$ cat src/rtl/aes_pkg.sv
// Shared AES types and GF(2^8) helpers for the inverse round datapath.
package aes_pkg;

    typedef logic [7:0]   byte_t;
    typedef logic [31:0]  column_t;
    typedef logic [127:0] state_t;

    localparam int unsigned NUM_COLS = 4;

    typedef enum logic [1:0] {
        IDLE,
        CALC,
        DONE
    } imc_state_t;

    // Multiply by 02 modulo the AES polynomial x^8 + x^4 + x^3 + x + 1.
    function automatic byte_t xtime(input byte_t b);
        return {b[6:0], 1'b0} ^ (b[7] ? 8'h1b : 8'h00);
    endfunction

endpackage

$ cat src/rtl/inv_mix_columns_seq_if.sv
// Valid/ready handshake bundle for the iterative InvMixColumns engine.
interface inv_mix_columns_seq_if;
    import aes_pkg::*;

    logic   in_valid;
    logic   in_ready;
    state_t in_data;
    logic   out_valid;
    logic   out_ready;
    state_t out_data;

    modport master (
        output in_valid,
        output in_data,
        output out_ready,
        input  in_ready,
        input  out_valid,
        input  out_data
    );

    modport slave (
        input  in_valid,
        input  in_data,
        input  out_ready,
        output in_ready,
        output out_valid,
        output out_data
    );

endinterface

$ cat src/rtl/inv_mix_column.sv
// Combinational InvMixColumns on a single 32-bit column (row 0 in the top byte).
module inv_mix_column
    import aes_pkg::*;
(
    input  column_t col_i,
    output column_t col_o
);
    byte_t a   [4];
    byte_t m9  [4];
    byte_t m11 [4];
    byte_t m13 [4];
    byte_t m14 [4];

    for (genvar i = 0; i < 4; i++) begin : g_byte
        assign a[i] = col_i[31-8*i -: 8];
        mul9  u_mul9  (.a_i(a[i]), .p_o(m9[i]));
        mul11 u_mul11 (.a_i(a[i]), .p_o(m11[i]));
        mul13 u_mul13 (.a_i(a[i]), .p_o(m13[i]));
        mul14 u_mul14 (.a_i(a[i]), .p_o(m14[i]));
    end

    assign col_o[31:24] = m14[0] ^ m11[1] ^ m13[2] ^ m9[3];
    assign col_o[23:16] = m9[0]  ^ m14[1] ^ m11[2] ^ m13[3];
    assign col_o[15:8]  = m13[0] ^ m9[1]  ^ m14[2] ^ m11[3];
    assign col_o[7:0]   = m11[0] ^ m13[1] ^ m9[2]  ^ m14[3];
endmodule

$ cat src/rtl/mul11.sv
// Constant GF(2^8) multiply by 0b.
module mul11
    import aes_pkg::*;
(
    input  byte_t a_i,
    output byte_t p_o
);
    byte_t x2, x4, x8;

    assign x2  = xtime(a_i);
    assign x4  = xtime(x2);
    assign x8  = xtime(x4);
    assign p_o = x8 ^ x2 ^ a_i;
endmodule

$ cat src/rtl/mul13.sv
// Constant GF(2^8) multiply by 0d.
module mul13
    import aes_pkg::*;
(
    input  byte_t a_i,
    output byte_t p_o
);
    byte_t x2, x4, x8;

    assign x2  = xtime(a_i);
    assign x4  = xtime(x2);
    assign x8  = xtime(x4);
    assign p_o = x8 ^ x4 ^ a_i;
endmodule

$ cat src/rtl/mul14.sv
// Constant GF(2^8) multiply by 0e.
module mul14
    import aes_pkg::*;
(
    input  byte_t a_i,
    output byte_t p_o
);
    byte_t x2, x4, x8;

    assign x2  = xtime(a_i);
    assign x4  = xtime(x2);
    assign x8  = xtime(x4);
    assign p_o = x8 ^ x4 ^ x2;
endmodule

$ cat src/rtl/mul9.sv
// Constant GF(2^8) multiply by 09.
module mul9
    import aes_pkg::*;
(
    input  byte_t a_i,
    output byte_t p_o
);
    byte_t x2, x4, x8;

    assign x2  = xtime(a_i);
    assign x4  = xtime(x2);
    assign x8  = xtime(x4);
    assign p_o = x8 ^ a_i;
endmodule

$ cat src/rtl/inv_mix_columns_seq.sv
// Iterative AES InvMixColumns: transforms COLS_PER_CYCLE columns of the held state per clock.
module inv_mix_columns_seq
    import aes_pkg::*;
#(
    parameter int unsigned COLS_PER_CYCLE = 1
) (
    input logic                  clk,
    input logic                  rst,
    input logic                  clear,
    inv_mix_columns_seq_if.slave bus
);
    if (!(COLS_PER_CYCLE inside {1, 2, 4})) begin : g_bad_cols
        $error("inv_mix_columns_seq: COLS_PER_CYCLE must be 1, 2 or 4");
    end

    imc_state_t state_q, state_d;
    state_t     st_q, st_d;
    logic [1:0] col_cnt_q, col_cnt_d;

    column_t    st_cols   [NUM_COLS];
    column_t    calc_cols [NUM_COLS];
    state_t     calc_st;
    logic [1:0] col_idx   [COLS_PER_CYCLE];
    column_t    col_in    [COLS_PER_CYCLE];
    column_t    col_out   [COLS_PER_CYCLE];
    logic [2:0] cnt_sum;

    for (genvar c = 0; c < NUM_COLS; c++) begin : g_cols
        assign st_cols[c] = st_q[127-32*c -: 32];
    end

    for (genvar g = 0; g < COLS_PER_CYCLE; g++) begin : g_imc
        assign col_idx[g] = col_cnt_q + 2'(g);
        assign col_in[g]  = st_cols[col_idx[g]];
        inv_mix_column u_imc (
            .col_i (col_in[g]),
            .col_o (col_out[g])
        );
    end

    always_comb begin
        for (int c = 0; c < NUM_COLS; c++) begin
            calc_cols[c] = st_cols[c];
        end
        for (int g = 0; g < int'(COLS_PER_CYCLE); g++) begin
            calc_cols[col_idx[g]] = col_out[g];
        end
    end

    assign calc_st = {calc_cols[0], calc_cols[1], calc_cols[2], calc_cols[3]};
    // Bit 2 of the sum marks the pass that completes column 3.
    assign cnt_sum = {1'b0, col_cnt_q} + 3'(COLS_PER_CYCLE);

    always_comb begin
        state_d   = state_q;
        st_d      = st_q;
        col_cnt_d = col_cnt_q;

        unique case (state_q)
            IDLE: begin
                if (bus.in_valid) begin
                    st_d      = bus.in_data;
                    col_cnt_d = 2'd0;
                    state_d   = CALC;
                end
            end
            CALC: begin
                st_d      = calc_st;
                col_cnt_d = cnt_sum[1:0];
                if (cnt_sum[2]) begin
                    state_d = DONE;
                end
            end
            DONE: begin
                if (bus.out_ready) begin
                    state_d = IDLE;
                end
            end
            default: begin
                state_d = IDLE;
            end
        endcase

        if (clear) begin
            state_d   = IDLE;
            st_d      = st_q;
            col_cnt_d = 2'd0;
        end
    end

    always_ff @(posedge clk or posedge rst) begin
        if (rst) begin
            state_q   <= IDLE;
            st_q      <= '0;
            col_cnt_q <= 2'd0;
        end else begin
            state_q   <= state_d;
            st_q      <= st_d;
            col_cnt_q <= col_cnt_d;
        end
    end

    assign bus.in_ready  = (state_q == IDLE);
    assign bus.out_valid = (state_q == DONE);
    assign bus.out_data  = st_q;
endmodule

$ cat src/flat_wrapper.sv
// flat-port wrapper written by rule: the top's interface ports become plain ports
module inv_mix_columns_seq_flat import aes_pkg::*;
#(
    parameter int unsigned COLS_PER_CYCLE = 1
)
  (clk, rst, clear, bus_in_valid, bus_in_data, bus_out_ready, bus_in_ready, bus_out_valid, bus_out_data);
  inv_mix_columns_seq_if bus_i ();
  input logic clk;
  input logic rst;
  input logic clear;
  input wire logic [$bits(bus_i.in_valid)-1:0] bus_in_valid;
  input wire logic [$bits(bus_i.in_data)-1:0] bus_in_data;
  input wire logic [$bits(bus_i.out_ready)-1:0] bus_out_ready;
  output wire logic [$bits(bus_i.in_ready)-1:0] bus_in_ready;
  output wire logic [$bits(bus_i.out_valid)-1:0] bus_out_valid;
  output wire logic [$bits(bus_i.out_data)-1:0] bus_out_data;
  assign bus_i.in_valid = bus_in_valid;
  assign bus_i.in_data = bus_in_data;
  assign bus_i.out_ready = bus_out_ready;
  assign bus_in_ready = bus_i.in_ready;
  assign bus_out_valid = bus_i.out_valid;
  assign bus_out_data = bus_i.out_data;
  inv_mix_columns_seq #(.COLS_PER_CYCLE(COLS_PER_CYCLE)) u_core (.clk(clk), .rst(rst), .clear(clear), .bus(bus_i));
endmodule
$ cat config.mk
export PLATFORM = sky130hd
export DESIGN_NAME = inv_mix_columns_seq_flat
export DESIGN_NICKNAME = d
export VERILOG_FILES = /design/src/rtl/aes_pkg.sv /design/src/rtl/inv_mix_columns_seq_if.sv /design/src/rtl/inv_mix_column.sv /design/src/rtl/mul11.sv /design/src/rtl/mul13.sv /design/src/rtl/mul14.sv /design/src/rtl/mul9.sv /design/src/rtl/inv_mix_columns_seq.sv /design/src/flat_wrapper.sv
export SDC_FILE = /design/constraint.sdc
export NUM_CORES = 1
export LEC_CHECK = 0
export ABC_AREA = 1
export CAP_MARGIN = 40
export CORE_MARGIN = 5
export CORE_UTILIZATION = 30
export DETAILED_ROUTE_END_ITERATION = 8
export PLACE_DENSITY = 0.62
export SYNTH_ARGS = -nofsm -noshare
export SYNTH_HDL_FRONTEND = slang
export SYNTH_SLANG_ARGS = --single-unit
export TNS_END_PERCENT = 5
$ cat constraint.sdc
create_clock -name clk -period 6.5 [get_ports clk]
set_clock_uncertainty 0.1 [all_clocks]
set_input_delay 1.625 -clock clk [delete_from_list [all_inputs] [get_ports clk]]
set_output_delay 1.625 -clock clk [all_outputs]
set_load 0.01 [all_outputs]
== After elaboration in Yosys (flattened, before gate mapping) ==
Index checks and enable logic that the tools add are counted.

* Memory bits (writable): 0
* Output and inout port bits: 130
* ROM bits: 0
* Bits of input ports: 133
* Word-level logic and storage cells: 97
* Memories: 0
* Flip-flop bits (word level): 132
* Bits in latches: 0

* Order comparisons: 2
* Bitwise operators: 50
* Add/sub/neg operators: 1
* $mul: 0
* Multiplexer cells: 28
* Reduce and logical (&&, ||, !) cells: 7
* Shift-type cells: 0
* Div/mod/pow operators: 0
* Equal/unequal tests: 6

{| class="wikitable"
|+ Operators with widths
! cell !! count
|-
| XOR 8 bit || 45
|-
| one-hot mux 128 bit (2 select lines) || 1
|-
| bitwise mux 128 bit || 1
|-
| 2-to-1 mux 128 bit || 1
|-
| 2-to-1 mux 32 bit || 3
|-
| binary-select mux 32 bit (select 2 bit) || 1
|-
| demux 32 bit (select 2 bit) || 1
|-
| 2-to-1 mux 5 bit || 12
|-
| XOR 8 x 5 -> 8 bit || 3
|-
| 2-to-1 mux 2 bit || 6
|-
| inequality test 3 bit, second input constant || 2
|-
| one-hot mux 2 bit (3 select lines) || 1
|-
| AND reduction 3 bit || 2
|-
| one-hot mux 2 bit (2 select lines) || 1
|-
| adder 2 x 1 -> 3 bit, second input constant || 1
|-
| greater-or-equal comparator 3 bit, second input constant || 1
|-
| < comparator 3 x 1 -> 1 bit, second input constant || 1
|-
| inequality test 3 x 2 -> 1 bit, second input constant || 1
|-
| NOT 2 -> 3 bit || 1
|-
| nonzero test 3 bit || 1
|-
| equality test 2 x 1 -> 1 bit, second input constant || 1
|-
| equality test 2 bit, second input constant || 1
|-
| zero test 2 bit || 1
|-
| inequality test 2 bit, second input constant || 1
|-
| 4 further kinds || 4
|}

== Longest topological paths before layout ==
Gate-level depths: netlist of run 1.

* Word-level depth: 17
* Gate-level depth with buffers: 23
* Mapped depth without buffers: 20

== Modules after synthesis ==
From an unflattened synthesis of run 1, not the netlist that was laid out.

* Cells, all modules: 2676
* Area, all modules: 14824.2 um2

{| class="wikitable"
|+ Modules (own cells, without submodules)
! module !! sequential area each (um2) !! area each (um2) !! cells an instance !! times used
|-
| inv_mix_columns_seq || 3303.2 || 8097.8 || 1292 || 1
|-
| inv_mix_column || 0.0 || 2042.0 || 480 || 1
|-
| mul11 || 0.0 || 361.6 || 75 || 4
|-
| mul13 || 0.0 || 321.6 || 56 || 4
|-
| mul14 || 0.0 || 292.8 || 53 || 4
|-
| mul9 || 0.0 || 195.2 || 42 || 4
|}

== Least setup slack after synthesis of run 1 ==
OpenSTA, ideal clock, no wires.

* Path kind: input-to-reg
* Start point: input bus_in_valid
* End point: register u_core.st_q[100], in the netlist u_core.bus.out_data[100]
* Library setup time: 0.122 ns
* Path slack: 3.568 ns
* Required time: 6.278 ns
* Stages: 10
* Data arrival time: 2.709 ns
* Path buffers: 1
* Cell sequence: inv_1 > nand2_1 > nand2_1 > nor2_1 > inv_1 > a21oi_1 > inv_1 > clkbuf_1 > a21oi_1 > a21oi_1

* Word-level cells in the longest chain between the ends: 2

{| class="wikitable"
|+ RTL lines
! what !! line !! text
|-
| start, declared || flat_wrapper.sv:11 || <nowiki>input wire logic [$bits(bus_i.in_valid)-1:0] bus_in_valid;</nowiki>
|-
| inequality test 2 bit (no line) || n/a ||
|-
| AND reduction 3 bit (no line) || n/a ||
|-
| end signal, assigned || inv_mix_columns_seq.sv:98 || <nowiki>st_q <= st_d;</nowiki>
|-
| end, declared || inv_mix_columns_seq.sv:17 || <nowiki>state_t st_q, st_d;</nowiki>
|}

Every way passes these cells.
A chain may end at the register's enable or synchronous reset.

== Worst setup path in the final report of run 1 ==
* Start point: input bus_in_valid
* End point: register u_core.st_q[71], in the netlist u_core.bus.out_data[71]

Same word-level chain as after synthesis.

==> qor.txt, run 1 <==
Crit path DAT = 3910 ps
Power Density = 626 mW/mm^2
Total Routing Usage GR = 0.249
Max-cap violation count = 0
Drt pass-1 iters = 6
Synth cell types = 33
Startpoint types = input pin
Die Ht = 206 um
Yosys reg bits = 132
Area of the multi-input gates = 0.00749 mm^2
Largest net degree at the start of global routing = 81
Std-Cell Rows = 71
Vias in the first global route = 13,177
Root buf cell = clkbuf_16
Reg2Reg Depth = 11
RSZ-0062 raised after global routing = no
Hold Crit Depth = 2
Core ar. = 0.0378 mm^2
Nets = 2,178
Critical path launch point = bus_in_valid
Synth Instances = 1,816
Reg2reg end = u_core.bus.out_data[23]$_DFFE_PP0P_
Lkg Pwr = 0.00700 uW
Cells after DPL = 2,533
Peak per-stage delay on the critical path = 460 ps
Initial Util = 0.305
CTS buffer count = 17
DRT iter0 DRCs = 1,173
CP max stage cell = clkdlybuf4s50_1
Synth Area per Inst = 6.35 um^2
Slew headroom = 0.374
H-tree Lvls = 4
FILL cells = 3,930
DR vias/cell = 5.27
DIE AREA = 0.0424 mm^2
Clock Sinks = 132
Worst Path Required = 6720 ps
Status = complete, no violations
Crit path kind = in2reg
DR WL/cell = 21.1 um
Port-buffer cells = 262
Chip Width = 206 um
Cell Area, Synth = 0.0115 mm^2
Clock latency on the worst-skew pair = 450 ps
Critical path endpoint category = flip-flop
Ports = 263
CTS tree = done
Final Hold Fails = 0
Routed WL = 54.2 mm
CTS max path bufs = 2
Setup violations, final = 0
Critical path, cell by cell = clkdlybuf4s50_1, inv_1, nand2_1, nand2_1, nor2_1, inv_1, a21oi_4, clkinv_1, buf_4, a21oi_1, a21oi_1
Synth area leader = dfrtp_1
Non-filler instance count after layout = 2,565
Delay-heaviest family, CP = buffers and inverters
Antenna violations before repair = 0
Grt total ovfl = 0
Setup TNS = 0 ps
Register area share after synthesis = 0.287
# DRC = 0
RR Startpoint = u_core.col_cnt_q[0]$_DFFE_PP0P_
Routed Antenna Nets = 0
Buf/Inv on CP = 5
Post-Synthesis Net Count = 1,953
Antenna Diode Count = 0
Flop-to-flop setup slack = 2940 ps
Cell area after layout = 0.0152 mm^2
FF/Latch Area = 0.00331 mm^2
Hold_buf cts = 0
Synth top area share = 0.287
Tmin final = 3680 ps
Ys Warns = 0
Least-Margin Pin Slew = 938 ps
Area Overhead vs Synth = 32.0%
Hold EP = u_core.bus.out_data[17]$_DFFE_PP0P_
Hold WC Path Type = reg2reg
Hold path start = u_core.bus.out_data[17]$_DFFE_PP0P_
Peak supply drop = 305 uV
Clk slew on worst S/H paths = 60 ps
Max frequency = 0.272 GHz
Via Count = 13,524
Top post-synthesis cells by area = dfrtp_1, nand2_1, a21oi_1
Dpl cell area = 0.0146 mm^2
Worst-path maximum fanout = 21
Share of layout cells above drive strength 1 = 0.0852
Placer Congestion = 0.982
Post-CTS Setup Bufs = 0
HPWL after detailed placement = 40.5 mm
Fin crit share = 0.567
PostCTS Resize Cnt = 0
Pins over their slew limit = 0
First-pass GRT wire length = 80.0 mm
-- report_power, final --
part	total, uW	internal, uW	switching [uW]
clock	1010	589	419
sequential	1290	1050	239
combinational	7220	2240	4980
-- how the worst max path moves through the flow --
stage | end | slack, ps | cells after the start
2_1_floorplan | u_core.bus.out_data[0]$_DFFE_PP0P_ | 1250 | 1
3_3_place_gp | u_core.bus.out_data[69]$_DFFE_PP0P_ | 2530 | 11
3_5_place_dp | u_core.bus.out_data[71]$_DFFE_PP0P_ | 2430 | 11
4_1_cts | u_core.bus.out_data[71]$_DFFE_PP0P_ | 2870 | 11
5_1_grt | u_core.bus.out_data[123]$_DFFE_PP0P_ | 2690 | 16
6_report | u_core.bus.out_data[71]$_DFFE_PP0P_ | 2820 | 11
-- state kept, by name, indices dropped and copies added, names as in the netlist --
signal	cells
u_core.bus.out_data	128
u_core.col_cnt_q	2
u_core.state_q	2
-- routing by layer --
| layer | GRT usage | part of all wire | wire, um | up-vias |
|---|---|---|---|---|
| met2 | 0.398 | 0.46 | 25000 | 715 |
| met5 | 0 | 0 | 0 | - |
| met4 | 0.0798 | 0.032 | 1750 | 0 |
| li1 | - | - | - | 6298 |
| met3 | 0.0499 | 0.088 | 4780 | 110 |
| met1 | 0.340 | 0.42 | 22700 | 6401 |
-- cells in the mapped netlist --
master      n
nand2_1   661
a21oi_1   258
nand3_1   213
nor2_1    140
dfrtp_1   132
inv_1      86
nand2_2    64
xor2_1     60
xnor2_1    45
clkbuf_1   40
buf_2      20
nand2_4    13
nand3_2    13
xnor2_2    10
buf_6       7
nand3b_1    7
or2_1       7
nand4_1     6
inv_2       5
xor2_2      5
buf_4       4
ha_1        4
o21ai_0     3
a22oi_1     2
buf_8       2
nand2b_1    2
buf_1       1
buf_12      1
clkbuf_4    1
clkinv_1    1
inv_4       1
o2111a_1    1
or2_2       1
-- cells by family (layout without fill, tap and decap cells) --
kind of cell | count (synthesis) | count (layout) | synth area share
AND/OR/NAND/NOR | 1127 | 1127 | 0.425
XOR/XNOR | 120 | 120 | 0.101
AO/OA/AOI/OAI | 264 | 264 | 0.116
flip-flops | 132 | 132 | 0.287
buffers and inverters | 169 | 407 | 0.0670
adder cells (fa/ha/maj) | 4 | 4 | 0.00434
-- cells in the final DEF, fill, tap and decap left out, types with 45 or more instances in the layout --
cell,netlist,routed
dfrtp_1,132,130
nand2_2,64,64
nand2_1,661,661
nor2_1,140,136
clkdlybuf4s50_1,0,262
xnor2_1,45,45
a21oi_1,258,255
inv_1,86,83
nand3_1,213,213
xor2_1,60,60
-- final cells by class --
type / instances / share of cell area
clock inverters: 13 / 0.00963
repair buffers: 282 / 0.185
flip-flops and latches: 132 / 0.217
inverters: 93 / 0.0235
multi-input cells: 1515 / 0.493
well taps: 511 / 0.0420
clock buffers: 19 / 0.0298
-- worst reg2reg max path, stage by stage (launching register included) --
cell     delay [ps]
dfrtp_2         380
buf_4           700
nand2_1         230
nand3_1         160
nand2_2         200
nand2_1         170
nand2_1         130
xor2_1          200
xnor2_1         290
xor2_1          610
nand2_1         150
a21oi_1         160
-- metrics by stage --
stage | util | hold WS [ps] | worst slack, ps | total power [uW]
finish | 0.403 | 460 | 2820 | 9510
global route | 0.403 | 475 | 2690 | 10100
CTS | 0.403 | 458 | 2870 | 9400
detailed placement | 0.387 | 446 | 2430 | 8360
global placement | 0.385 | 437 | 2530 | 8300
floorplan | - | 481 | 1250 | 5710
Power figures use the tool's default switching activity.
==> inputs of run 2 (changes only) <==
--- a/config.mk
+++ b/config.mk
@@ -10,7 +10,7 @@
 export CORE_MARGIN = 5
 export CORE_UTILIZATION = 30
 export DETAILED_ROUTE_END_ITERATION = 8
-export PLACE_DENSITY = 0.62
+export PLACE_DENSITY = 0.64
 export SYNTH_ARGS = -nofsm -noshare
 export SYNTH_HDL_FRONTEND = slang
 export SYNTH_SLANG_ARGS = --single-unit
==> constraint.sdc (replaced) <==
create_clock -name clk -period 3 [get_ports clk]
set_clock_uncertainty 0.1 [all_clocks]
set_input_delay 0.75 -clock clk [delete_from_list [all_inputs] [get_ports clk]]
set_output_delay 0.75 -clock clk [all_outputs]
set_load 0.01 [all_outputs]
==> run 2 against run 1 <==
Net effect:
- final cell count is 3.4% higher
- final area is 5.7% higher
- via count is 1.7% higher
- sequential share of layout area is 1.2 points lower
- sequential power is 120% higher
- critical path type is now reg2reg
- largest cell class unchanged
==> qor.txt, run 2 (synthesized netlist as in run 1, its figures left out) <==
Status = complete, no violations
Share of layout cells above drive strength 1 = 0.134
FILL cells = 3,886
Pins over their slew limit = 0
Power Total = 22,400 uW
Lkg Pwr = 0.00747 uW
Fin crit share = 0.951
Hold Crit Depth = 2
Clk slew on worst S/H paths = 60 ps
Power Density = 1390 mW/mm^2
Core ar. = 0.0378 mm^2
Total Routing Usage GR = 0.250
DR vias/cell = 5.18
Port-buffer cells = 262
Max FFs per register = 128
Placer Congestion = 1.04
Vias in the first global route = 13,183
Post-layout util = 0.426
Hold WC Path Type = reg2reg
CTS buffer count = 17
CTS tree = done
Die Ht = 206 um
Max-cap violation count = 0
Antenna Diode Count = 0
Hold_buf cts = 0
Worst-path maximum fanout = 41
Max frequency = 0.351 GHz
Least-Margin Pin Slew = 581 ps
Area Overhead vs Synth = 39.5%
Routed Antenna Nets = 0
Largest net degree at the start of global routing = 53
Hold path start = u_core.bus.out_data[14]$_DFFE_PP0P_
Root buf cell = clkbuf_16
Dpl cell area = 0.0154 mm^2
DR WL/cell = 20.4 um
Chip Width = 206 um
Hold EP = u_core.bus.out_data[14]$_DFFE_PP0P_
Cell area after layout = 0.0161 mm^2
Drt pass-1 iters = 7
Crit path kind = reg2reg
Initial Util = 0.305
Grt total ovfl = 0
Worst Path Required = 3250 ps
Commonest non-fill, non-tap cell in the layout = nand2_1
Clock latency on the worst-skew pair = 440 ps
First-pass GRT wire length = 80.6 mm
Slew headroom = 0.612
Commonest cells after routing, fill and taps aside = nand2_1, clkdlybuf4s50_1, a21oi_1
H-tree Lvls = 4
Ports = 263
Startpoint types = flip-flop
Setup violations, final = 0
Final Hold Fails = 0
Reg2Reg Depth = 13
RSZ-0062 raised after global routing = yes
Critical path endpoint category = flip-flop
Tmin final = 2850 ps
RR Startpoint = u_core.col_cnt_q[0]$_DFFE_PP0P_
DRT iter0 DRCs = 1,217
Crit path DAT = 3110 ps
Std-Cell Rows = 71
# DRC = 0
Reg2reg end = u_core.bus.out_data[55]$_DFFE_PP0P_
DIE AREA = 0.0424 mm^2
Antenna violations before repair = 1
Clock Sinks = 132
Flop-to-flop setup slack = 150 ps
Via Count = 13,754
Nets = 2,266
CTS max path bufs = 2
HPWL after detailed placement = 43.1 mm
Peak supply drop = 795 uV
Routed WL = 54.2 mm
[run 2: cell count changes in the layout (fill, tap and decap cells not counted), sizes merged]
cell      before  now
buf           20  108
inv           94   99
clkbuf        19   18
clkinv         8    4
clkinvlp       2    4
bufinv         2    0
[run 2: how the worst max path moves through the flow]
stage                     cells after the start  slack (ps)                             endpoint                             from
after floorplan                               1         510   u_core.bus.out_data[0]$_DFFE_PP0P_                              rst
after global placement                       13         0.5  u_core.bus.out_data[23]$_DFFE_PP0P_  u_core.col_cnt_q[0]$_DFFE_PP0P_
after detailed placement                     13          30  u_core.bus.out_data[23]$_DFFE_PP0P_  u_core.col_cnt_q[0]$_DFFE_PP0P_
after CTS                                    13          10  u_core.bus.out_data[23]$_DFFE_PP0P_  u_core.col_cnt_q[0]$_DFFE_PP0P_
after global routing                         20         -10  u_core.bus.out_data[19]$_DFFE_PP0P_  u_core.col_cnt_q[0]$_DFFE_PP0P_
final                                        13         150  u_core.bus.out_data[55]$_DFFE_PP0P_  u_core.col_cnt_q[0]$_DFFE_PP0P_
[run 2: what timing repair did]
action | in CTS | in global routing
buffers inserted | 0 | 1
gates resized for setup | 0 | 33
hold endpoints to repair | 0 | 0
endpoints found under the setup margin | 0 | 47
[run 2: worst max-delay path: stages, from the launching register on]
cell	delay, ps
dfrtp_2	460
inv_4	100
buf_12	210
nand2_2	90
nand3_2	70
nand2_2	190
nand2_1	180
nand2_1	130
xor2_1	190
xnor2_1	340
xor2_1	300
buf_4	200
nand2_1	60
a21oi_1	120
[run 2: final cells by class]
class | instances | area (um^2) | share of cell area
sequential | 132 | 3310 | 0.206
clock inverter | 14 | 120 | 0.00747
clock buffer | 18 | 439 | 0.0273
inverter | 93 | 360 | 0.0224
timing repair buffer | 370 | 3570 | 0.222
tap | 511 | 639 | 0.0398
multi-input combinational | 1515 | 7640 | 0.475
[run 2: layer usage]
| metal | vias to the layer above | global-route usage | part of all wire |
|---|---|---|---|
| li1 | 6481 | - | - |
| met1 | 6505 | 0.346 | 0.43 |
| met2 | 666 | 0.392 | 0.45 |
| met3 | 100 | 0.0512 | 0.087 |
| met4 | 2 | 0.0768 | 0.030 |
| met5 | - | 0 | 0.00024 |
[run 2: power breakdown]
group / switching (uW) / total (uW) / internal, uW / leakage [uW]
logic: 11200 / 17500 / 6280 / 0.00572
clock network: 940 / 2050 / 1110 / 0.000269
registers: 553 / 2820 / 2270 / 0.00149
total: 12700 / 22400 / 9650 / 0.00747
[run 2: stage by stage]
| step | instances | TNS, ps | hold slack (ps) | setup WS [ps] |
|---|---|---|---|---|
| after floorplan | 1816 | 0 | 481 | 513 |
| after global placement | 2620 | 0 | 436 | 0.543 |
| after detailed placement | 2620 | 0 | 453 | 30.6 |
| after CTS | 2652 | 0 | 466 | 13.4 |
| after global routing | 2653 | -32.0 | 486 | -10.4 |
| final | 2653 | 0 | 467 | 147 |
==> inputs of run 3 (changes only) <==
--- a/config.mk
+++ b/config.mk
@@ -10,6 +10,7 @@
 export CORE_MARGIN = 5
 export CORE_UTILIZATION = 30
 export DETAILED_ROUTE_END_ITERATION = 8
+export HOLD_SLACK_MARGIN = 0.12
 export PLACE_DENSITY = 0.64
 export SYNTH_ARGS = -nofsm -noshare
 export SYNTH_HDL_FRONTEND = slang
==> results of run 3 <==
Final layout, timing and power as in run 2 (identical DEF).
